## src/rtl/demux1to4_buf.sv

```systemverilog
//------------------------------------------------------------------------------
// Module   : demux1to4_buf
// Purpose  : Registered 1-to-4 demultiplexer. A single valid/ready input
//            stream is routed to one of four output channels chosen by sel.
//            Each channel owns a one-entry holding register so that a stalled
//            consumer only blocks traffic aimed at its own channel. Each
//            channel also counts delivered words (wrapping, debug only).
// Ports    : clk, rst       - clock, synchronous active-high reset
//            in_valid/in_ready/in_data/sel - input stream and destination
//            out_valid[3:0]/out_ready[3:0] - per-channel output handshake
//            out0..out3     - per-channel held data word
//            cnt0..cnt3     - per-channel delivered-word counters
// Revision : 1.0 - initial release
//------------------------------------------------------------------------------
`default_nettype none

module demux1to4_buf #(
   parameter int W  = 8,
   parameter int CW = 8
) (
   input  logic          clk,
   input  logic          rst,
   input  logic          in_valid,
   output logic          in_ready,
   input  logic [W-1:0]  in_data,
   input  logic [1:0]    sel,
   output logic [3:0]    out_valid,
   input  logic [3:0]    out_ready,
   output logic [W-1:0]  out0,
   output logic [W-1:0]  out1,
   output logic [W-1:0]  out2,
   output logic [W-1:0]  out3,
   output logic [CW-1:0] cnt0,
   output logic [CW-1:0] cnt1,
   output logic [CW-1:0] cnt2,
   output logic [CW-1:0] cnt3
);

   logic [3:0]    valid_q;
   logic [W-1:0]  data_q [4];
   logic [CW-1:0] cnt_q  [4];
   logic          accept;

   // Readiness looks only at the selected channel: a full slot can still
   // take a word if its consumer drains it on this same edge.
   always_comb begin
      in_ready = !rst && (!valid_q[sel] || out_ready[sel]);
      accept   = in_valid && in_ready;
   end

   genvar k;
   generate
      for (k = 0; k < 4; k++) begin : g_ch
         logic          acc;
         logic          dlv;
         logic          valid_d;
         logic [W-1:0]  data_d;
         logic [CW-1:0] cnt_d;

         always_comb begin
            acc     = accept && (sel == 2'(k));
            dlv     = valid_q[k] && out_ready[k];
            // A new word wins over a delivery so back-to-back words keep
            // the slot occupied at full throughput.
            valid_d = acc ? 1'b1 : (dlv ? 1'b0 : valid_q[k]);
            data_d  = acc ? in_data : data_q[k];
            cnt_d   = dlv ? cnt_q[k] + CW'(1) : cnt_q[k];
         end

         always_ff @(posedge clk) begin
            if (rst) begin
               valid_q[k] <= 1'b0;
               data_q[k]  <= '0;
               cnt_q[k]   <= '0;
            end else begin
               valid_q[k] <= valid_d;
               data_q[k]  <= data_d;
               cnt_q[k]   <= cnt_d;
            end
         end
      end
   endgenerate

   always_comb begin
      out_valid = valid_q;
      out0      = data_q[0];
      out1      = data_q[1];
      out2      = data_q[2];
      out3      = data_q[3];
      cnt0      = cnt_q[0];
      cnt1      = cnt_q[1];
      cnt2      = cnt_q[2];
      cnt3      = cnt_q[3];
   end

endmodule

`default_nettype wire

```

## config.mk

```make
export PLATFORM = sky130hd
export DESIGN_NAME = demux1to4_buf
export DESIGN_NICKNAME = d
export VERILOG_FILES = /design/src/rtl/demux1to4_buf.sv
export SDC_FILE = /design/constraint.sdc
export NUM_CORES = 1
export LEC_CHECK = 0
export BUFFER_PORTS_ARGS = -buffer_cell sky130_fd_sc_hd__buf_2
export CORE_ASPECT_RATIO = 1.75
export CORE_MARGIN = 2
export CORE_UTILIZATION = 50
export CTS_BUF_LIST = sky130_fd_sc_hd__clkbuf_4
export DETAILED_ROUTE_END_ITERATION = 10
export GPL_TIMING_DRIVEN = 0
export HOLD_SLACK_MARGIN = 0.1
export PLACE_DENSITY = 0.77
export SYNTH_ARGS = -nofsm -noshare
export SYNTH_HDL_FRONTEND = slang
export SYNTH_SLANG_ARGS = --single-unit
```

## constraint.sdc

```tcl
create_clock -name clk -period 4.2 [get_ports clk]
set_clock_uncertainty 0.1 [all_clocks]
set_input_delay 0.42 -clock clk [delete_from_list [all_inputs] [get_ports clk]]
set_output_delay 0.42 -clock clk [all_outputs]
set_load 0.05 [all_outputs]
```

# == Word-level counts from Yosys, hierarchy flattened ==
# Memories as Yosys holds them, arrays and structs flattened.
# Index checks and enable logic that the tools add are counted.
# op_classes
reduce_logical,18
bitwise,8
mux,31
n_eq_ne,3
n_lt_le_gt_ge,1
n_addsub,4
# ops
cell,count
$mux W8,16
$add A8 B1 Y8 const B,4
$mux W1,13
$logic_and A1 B1 Y1,10
$or A1 B1 Y1,8
$reduce_bool A2 Y1,4
$bmux W1 S2,2
$eq A2 B2 Y1 const B,2
$lt A2 B3 Y1 const B,1
$eq A2 B1 Y1 const B,1
$logic_not A1 Y1,2
$logic_not A2 Y1,1
$logic_or A1 B1 Y1,1
# totals
ram_bits,64
word_cells,71
n_memories,2
input_bits,17
register_bits,4
out_inout_bits,69
# memory_table
memory,depth,word_bits,read_ports,rd_ports_with_merged_regs,wr,line,source
cnt_q,4,8,4,0,4,41,logic [CW-1:0] cnt_q [4];
data_q,4,8,4,0,4,40,logic [W-1:0] data_q [4];

# == Depth between registers and ports, before layout ==
# Gate-level depths: netlist (run 1).
# logic_depth
depth_word,9
depth_mapped,6
mapped_depth_nobuf,4

# == Least setup slack after synthesis (run 1) ==
# OpenSTA, ideal clock, no wires.
# synth_path
path_type,register -> output
start,reg valid_q[2] (netlist: out_valid[2])
end,out in_ready
path_slack_ps,1640
arrival_time_ps,2040
stages_incl_launch_ff,5
path_buffers,1
t_required_ps,3680
path_cell_list,dfxtp_1 nor2b_1 clkbuf_1 mux4_2 nor2_1
# synth_via
elab_chain_cells,5
# synth_rtl
element,line,source
start: declaration,39,logic [3:0] valid_q;
start signal: indexed assignment,76,valid_q[k] <= valid_d;
$bmux W1 S2,47,in_ready = !rst && (!valid_q[sel] || out_ready[sel]);
$mux W1 (implied by the code),47,
$logic_not A1 Y1,47,
$logic_or A1 B1 Y1,47,
$logic_and A1 B1 Y1,47,
end: declaration,24,"output logic in_ready,"
# No other way between the ends. The select of a mux whose other input is x is not followed.

# == Final worst setup path (run 1) ==
# Same ends and word-level chain as after synthesis.

==> results of run 1 <==
## routing by layer
layer  vias to the layer above  share of wire  track usage
met2                       144           0.51        0.457
li1                       1505              -            -
met3                        37          0.064       0.0614
met4                         0          0.057        0.189
met1                      1424           0.37        0.258
met5                         -              0            0
## logic make-up (layout without fill, tap and decap cells)
family / Yosys count / in the layout / share of synthesized area
xor gates and xnor gates: 8 / 8 / 0.0227
DFF: 68 / 68 / 0.440
AOI/OAI and AO/OA: 104 / 104 / 0.217
adders and majority gates: 4 / 4 / 0.0162
muxes: 5 / 5 / 0.0219
buffers and inverters: 36 / 132 / 0.0550
and+or+nand+nor: 125 / 125 / 0.227
## cells in the mapped netlist (2+ instances only)
| master | count |
|---|---|
| nand3b_1 | 3 |
| nand2_1 | 16 |
| mux2_2 | 4 |
| ha_1 | 4 |
| buf_1 | 8 |
| buf_6 | 2 |
| o21ai_0 | 8 |
| nor2b_1 | 8 |
| a21oi_1 | 56 |
| buf_2 | 7 |
| nand3_1 | 18 |
| o31ai_2 | 10 |
| or4_1 | 8 |
| or3_1 | 8 |
| xor2_1 | 8 |
| dfxtp_1 | 68 |
| nor2_1 | 17 |
| nand2b_1 | 4 |
| o31ai_1 | 30 |
| inv_1 | 4 |
| nand4_1 | 40 |
| clkbuf_1 | 13 |
## final cells by class
cell class | instances | area [um2]
Timing Repair Buffer | 82 | 410
Clock buffer | 9 | 67.6
Clock inverter | 5 | 21.3
Buffer | 31 | 151
Fill cell | 557 | 2240
Tap cell | 78 | 97.6
Sequential cell | 68 | 1360
Multi-Input combinational cell | 246 | 1560
Inverter | 5 | 18.8
## worst register-to-register path, delay by kind of cell, from the launching register on
kind / cells / cell delay (ns)
compound gates: 2 / 0.31
simple gates: 1 / 0.18
buf+inv: 1 / 0.44
flops: 1 / 0.48
## power by group through the flow
stage                     clock (W)  sequential, W  combinational (W)
after detailed placement          0       0.000676           0.000127
after global routing       0.000359       0.000663           0.000137
after global placement            0       0.000676           0.000125
after CTS                  0.000332       0.000662           0.000127
after floorplan                   0       0.000707          0.0000551
final                      0.000330       0.000662           0.000128
## sequential cells by signal, summed over array words and instances, names as in the netlist
name,cells
out_valid,4
cnt_q,32
data_q,32
## per-stage QoR
stage,hold slack (ns),power [W],setup WS [ns],std cells
2_1_floorplan,0.470,0.000762,1.64,350
5_1_grt,0.158,0.00116,1.43,524
3_3_place_gp,0.354,0.000801,1.91,510
6_report,0.160,0.00112,1.52,524
4_1_cts,0.162,0.00112,1.55,524
3_5_place_dp,0.361,0.000803,1.90,510
## final timing paths
kind / end / slack, ns / cells after the start
worst max register to register: data_q[2][7] / 2.63 / 4
worst min-delay path: out_valid[3] / 0.16 / 3
worst max-delay path: in_ready / 1.52 / 5
worst min register to register: data_q[1][1] / 0.38 / 2
==> run summary, run 1 <==
* 8.83 um2 — post-synthesis average cell area
* 0 — PostCTS Resize Cnt
* 13900 um — wire length of the first global-routing pass
* 0 — number of maximum-capacitance constraint violations
* output pin — Setup crit end kind
* 0.622 — fraction of the core area covered by cells at the end of the flow
* 0.591 — relative contribution of sequential cells to total power
* buf_2 — most frequent standard cell in the layout excluding fill and tap cells
* 3 — H-tree depth
* 68 — number of sinks on the clock net
* 28 — Netlist cell types
* 0 — number of buffers inserted to repair setup after CTS
* 0.10 ns — clock slew at the register clock pins of the worst setup and hold paths
* dfxtp_1 — primary flip-flop cell chosen by synthesis mapping
* 3090 um2 — cell area after synthesis
* buffers and inverters — cell family with the largest share of critical-path delay
* 0 — Hold Fails Final Rpt
* buf_2 (89), dfxtp_1 (68), a21oi_1 (56) — most frequent cells in the layout
* sel[0] — critical hold path startpoint
* 0 — setup-violating endpoint count in the final report
* 464 — net total in the final layout
* 0.000327 W — switching pwr
* 6850 um2 — die footprint
* yes — TritonCTS clock tree
* 0 — number of hold buffers added after CTS
* dfxtp_1 — most area-hungry cell type in the Yosys netlist
* 0 — n_diodes
* 0.48 ns — slowest stage delay, CP
* 2 — clk buf depth
* 37 — count of standard-cell rows
* 0 — DRC
* 0.651 ns — transition time at the pin with the least slew margin
* 63.4 um — Chip Width
* 19.3% — Layout Area Growth over Synthesis
* 0.374 GHz — Achievable Freq
* 0.43 ns — latest clock arrival within the worst-skew pair
* 0 — post-route antenna net violation count
* flop — crit path launch type
* 5.94 — number of vias per cell
* 350 — cell count after synthesis
* false — setup repair after global routing missed its margin
* dfxtp_1 — CP max stage cell
* 304 nW/um2 — total power divided by cell area
* 0.956 — global placement routability congestion
* in2reg — type of the most critical hold path
* 0 — total count of max-transition violations in the final report
* 9 — CTS Buf Count
* 0.295 — clock share of power
* 68 — flip-flop and latch count after synthesis
* 9 — Crit Path Max Fanout
* 3600 um2 — cell area after placement
* reg2out — classification of the worst setup path
* 3690 um2 — final std cell area, no fill
* 0 — fraction of synthesis flops using an asynchronous set or reset pin
* 108 um — die height
* 0 — yosys warns
* 3.68 ns — Worst EP required
* 0 — overflow left after global routing
* 5 — DRT Pass-1 Iters
* out_valid[2] — CP Launch Point
* 6290 um — placed wire-length estimate after detailed placement
* 0.223 mV — VDD IR-drop max
* 0.522 — effective utilization at floorplan
* 0 ns — total negative setup slack
* dfxtp_1 (44%), a21oi_1 (9.1%), nand4_1 (8.1%) — top post-synthesis cells by area
* 2 — Buffers & Inverters on Critical Path
* 0.258 — total global routing track utilization
* 141 — number of DRC markers in iteration 0
* 86 — Boundary Pins
* 0.292 — fraction of power spent switching nets
* nor2b_1 > clkbuf_1 > mux4_2 > nor2_1 > buf_2 — crit-path cells
* 0.114 — combinational share of power
* 0.440 — portion of the post-synthesis area used by sequential elements
* 0.566 — max-slew headroom at the worst pin
* out_valid[2] — startpoint of the worst-slack reg-to-reg timing path
* 0.000793 W — internal power component
* 0.440 — Yosys top cell area share
* 0.637 — Final period util
* 0.267 — layout cells sized above 1
* 0 — antenna violations before repair
* 2.16 ns — data arrival time at the worst-slack endpoint
* 1.42 nW — leakage component of the power
* finished, final reports clean — result of the run
* 371 — total nets after synthesis
* 82 — Port Buf Inserts
* 3110 — routed vias
* 11 — pin count of the biggest net entering global routing
* 3046 — via count of the first global-routing pass
* 2.68 ns — clock period minus final worst setup slack
* 16.1 um — mean routed wirelength per cell
* clkbuf_4 — Root Driver
* 0 — number of synthesized flops with an enable pin
* 8420 um — total wire length after detailed routing
* 5930 um2 — placeable core region
Note: power is estimated with default switching activity, not from simulation.
==> run 2: changes to the inputs <==
--- a/config.mk
+++ b/config.mk
@@ -5,15 +5,16 @@
 export SDC_FILE = /design/constraint.sdc
 export NUM_CORES = 1
 export LEC_CHECK = 0
+export ABC_AREA = 1
 export BUFFER_PORTS_ARGS = -buffer_cell sky130_fd_sc_hd__buf_2
 export CORE_ASPECT_RATIO = 1.75
 export CORE_MARGIN = 2
-export CORE_UTILIZATION = 50
+export CORE_UTILIZATION = 49
 export CTS_BUF_LIST = sky130_fd_sc_hd__clkbuf_4
 export DETAILED_ROUTE_END_ITERATION = 10
 export GPL_TIMING_DRIVEN = 0
 export HOLD_SLACK_MARGIN = 0.1
-export PLACE_DENSITY = 0.77
+export PLACE_DENSITY = 0.79
 export SYNTH_ARGS = -nofsm -noshare
 export SYNTH_HDL_FRONTEND = slang
 export SYNTH_SLANG_ARGS = --single-unit
==> constraint.sdc (replaced) <==
create_clock -name clk -period 2.4 [get_ports clk]
set_clock_uncertainty 0.1 [all_clocks]
set_input_delay 0.24 -clock clk [delete_from_list [all_inputs] [get_ports clk]]
set_output_delay 0.24 -clock clk [all_outputs]
set_load 0.05 [all_outputs]
==> run 2 against run 1 <==
Core utilization rose by 0.77 points. Worst setup slack got worse by 1.1 ns. Critical path depth did not move. Hold slack improved by 0.031 ns. Synthesized cell count rose by 27%. Die area rose by 1.9%. Total power rose by 92%. Largest cell class is now sequential cells.
==> run summary, run 2 <==
* finished, final reports clean — result of the run
* 0.605 ns — transition time at the pin with the least slew margin, -0.0462 ns
* 5440 um — placed wire-length estimate after detailed placement, -14%
* cnt_q[0][7] — endpoint of the worst register-to-register path
* 10 — depth of the worst register-to-register path, +6
* 11 — pin count of the biggest net entering global routing, unchanged
* 12000 um — wire length of the first global-routing pass, -14%
* 4.74 — number of vias per cell, -20%
* 446 — cell count after synthesis, +27%
* 6980 um2 — die footprint, +1.9%
* 0.224 — total global routing track utilization, -0.0340
* yes — TritonCTS clock tree
* 7350 um — total wire length after detailed routing, -13%
* 467 — total nets after synthesis, +26%
* dfxtp_1 (44%), nand2_1 (14%), nor2_1 (12%) — top post-synthesis cells by area
* 0.542 — relative contribution of sequential cells to total power, -0.049
* 68 — flip-flop and latch count after synthesis, unchanged
* 2.00 nW — leakage component of the power, +41%
* 24 — Netlist cell types, -14%
* 0.273 — fraction of power spent switching nets, -0.0191
* 0.10 ns — clock slew at the register clock pins of the worst setup and hold paths, about the same
* 0.762 ns — worst slack at placement, -1.14 ns
* 109 um — die height, +0.96%
* 0.42 ns — latest clock arrival within the worst-skew pair, about the same
* 0.410 ns — least setup slack across all paths after layout, -1.11 ns
* 0.000586 W — switching pwr, +79%
* 0.440 — portion of the post-synthesis area used by sequential elements, about the same
* 6130 um2 — placeable core region, +3.5%
* 86 — Boundary Pins, unchanged
* 0.825 — global placement routability congestion, -14%
* 0 — DRC, unchanged
* 0.597 — max-slew headroom at the worst pin, +0.0308
* 0 — post-route antenna net violation count, unchanged
* 0 — setup-violating endpoint count in the final report, unchanged
* 0.00156 W — internal power component, +97%
* 4 — Buffers & Inverters on Critical Path, +2
* clkbuf_4 — Root Driver
* 1.99 ns — clock period minus final worst setup slack
* 0 — Hold Fails Final Rpt, unchanged
* buf_2 — Worst path most repeated cell
* buffers and inverters — cell family with the largest share of critical-path delay
* 0 — yosys warns, unchanged
* data_q[0][2] — Worst Hold Path EP
* 0 ns — total negative setup slack, unchanged
* nand2_1 — most frequent standard cell in the layout excluding fill and tap cells
* in2reg — type of the most critical hold path
* 0.70 ns — R2R Setup Slk, -1.93 ns
* 10 — Crit Path Max Fanout, +1
* sel[0] — critical hold path startpoint
* 556 nW/um2 — total power divided by cell area, +83%
* 68 — number of sinks on the clock net, unchanged
* 0.502 GHz — Achievable Freq
* 3610 um2 — cell area after placement, +0.31%
* dfxtp_1 — primary flip-flop cell chosen by synthesis mapping
* 3090 um2 — cell area after synthesis, about the same
* 0 — antenna violations before repair, unchanged
* 6 — worst hold path cell count, +3
* 0.229 — layout cells sized above 1, -0.0374
* 0.53 ns — slowest stage delay, CP, +0.05 ns
* dlygate4sd3_1 > buf_2 > clkbuf_1 > a21oi_1 > buf_2 — crit-path cells
* output pin — Setup crit end kind
* 25.1% — Layout Area Growth over Synthesis
* 0 — overflow left after global routing, unchanged
* dfxtp_1 — most area-hungry cell type in the Yosys netlist
* nand2_1 — cell with the most instances after synthesis
* primary input — crit path launch type
* 38 — count of standard-cell rows, +2.7%
* 575 — net total in the final layout, +24%
* 2704 — via count of the first global-routing pass, -11%
* 0 — number of synthesized flops with an enable pin, unchanged
* 2 — clk buf depth, unchanged
* 0 — total count of max-transition violations in the final report, unchanged
* 3 — H-tree depth, unchanged
* nand2_1 (118), nor2_1 (102), dfxtp_1 (68), inv_1 (65), a21oi_1 (17) — most used standard cells in the synthesized netlist
* false — setup repair after global routing missed its margin
* 0.440 — Yosys top cell area share, about the same
* 0 — number of buffers inserted to repair setup after CTS, unchanged
* out_valid[0] — startpoint of the worst-slack reg-to-reg timing path
* 11.5 um — mean routed wirelength per cell, -28%
* 0.326 — clock share of power, +0.031
* 84 — Port Buf Inserts, +2.4%
* 0.829 — Final period util
* dlygate4sd3_1 — CP max stage cell
* in2out — classification of the worst setup path
* 1.65 ns — data arrival time at the worst-slack endpoint, -0.51 ns
* 0.190 ns — final hold slack, +0.0307 ns
* 3023 — routed vias, -2.8%
* nand2_1 (118), nor2_1 (102), buf_2 (84) — most frequent cells in the layout
* 0 — fraction of synthesis flops using an asynchronous set or reset pin, unchanged
* 0.380 mV — VDD IR-drop max, +70%
* 0.132 — combinational share of power, +0.018
* 2.06 ns — Worst EP required, -1.62 ns
* 64.0 um — Chip Width, +0.94%
* 0.630 — fraction of the core area covered by cells at the end of the flow, +0.00769
* 6.93 um2 — post-synthesis average cell area, -22%
* 9 — CTS Buf Count, unchanged
* 0.504 — effective utilization at floorplan, -0.0179
* 205 — number of DRC markers in iteration 0, +45%
* 0 — n_diodes, unchanged
* 5 — DRT Pass-1 Iters, unchanged
* 573 — number of fill cells in the layout, +2.9%
* 0 — number of maximum-capacitance constraint violations, unchanged
* 3860 um2 — final std cell area, no fill, +4.8%
run 2: changes by cell type after synthesis, sizes merged, moves of 9 or more:
cell and delta:
o31ai -40, a21oi -39, nand4 -34, nand3 -9, inv +68, clkbuf -10
nor2 +87, buf -9, nand2 +110
run 2: cell type report:
| cell class | instances | area (um2) | share of cell area |
|---|---|---|---|
| well taps | 80 | 100 | 0.0259 |
| plain buffers | 12 | 101 | 0.0262 |
| inverters | 72 | 270 | 0.0699 |
| clock inverters | 4 | 41.3 | 0.0107 |
| flip-flops and latches | 68 | 1360 | 0.352 |
| multi-input cells | 294 | 1360 | 0.351 |
| clock buffers | 11 | 82.6 | 0.0214 |
| repair buffers | 97 | 551 | 0.142 |
run 2: how the worst max path moves through the flow:
stage | startpoint | end | slack [ns] | depth (start not counted)
after floorplan | out_valid[2] | in_ready | 0.45 | 5
after global placement | rst | data_q[0][5] | 0.81 | 6
after detailed placement | out_valid[0] | cnt_q[0][7] | 0.76 | 10
after CTS | rst | in_ready | 0.41 | 5
after global routing | rst | in_ready | 0.35 | 5
final | rst | in_ready | 0.41 | 5
run 2: metal layers:
layer  up-vias  part of all wire  track usage
met1      1367              0.39        0.239
met5         -                 0            0
met2        90              0.53        0.400
met3         9             0.061       0.0506
met4         0             0.016        0.123
li1       1557                 -            -
run 2: metrics by stage:
stage                     cells  total power (W)
final                       638          0.00215
after global routing        638          0.00224
after CTS                   638          0.00217
after detailed placement    610          0.00146
after global placement      610          0.00145
after floorplan             446          0.00138
run 2: power groups by stage:
stage	clock, W	sequential, W	combinational, W
after floorplan	0	0.00127	0.000110
after global placement	0	0.00119	0.000262
after detailed placement	0	0.00119	0.000267
after CTS	0.000720	0.00116	0.000284
after global routing	0.000769	0.00117	0.000308
final	0.000700	0.00116	0.000283
run 2: worst register-to-register path, delay by kind of cell, from the launching register on:
family        cells  cell delay (ns)
flops             1             0.40
buf+inv           2             0.15
simple gates      8             0.97
run 2: kinds of logic after synthesis:
| logic type | count (synthesis) | synth area share |
|---|---|---|
| and+or+nand+nor | 255 | 0.364 |
| buffers and inverters | 84 | 0.120 |
| DFF | 68 | 0.440 |
| AOI/OAI and AO/OA | 33 | 0.0534 |
| adders and majority gates | 4 | 0.0162 |
| xor gates and xnor gates | 2 | 0.00567 |
run 2: what timing repair did:
action                                  4_1_cts  5_1_grt
hold buffers                                 13        0
endpoints found under the setup margin        0        0
hold endpoints to repair                     38        0
gates resized for setup                       0        0
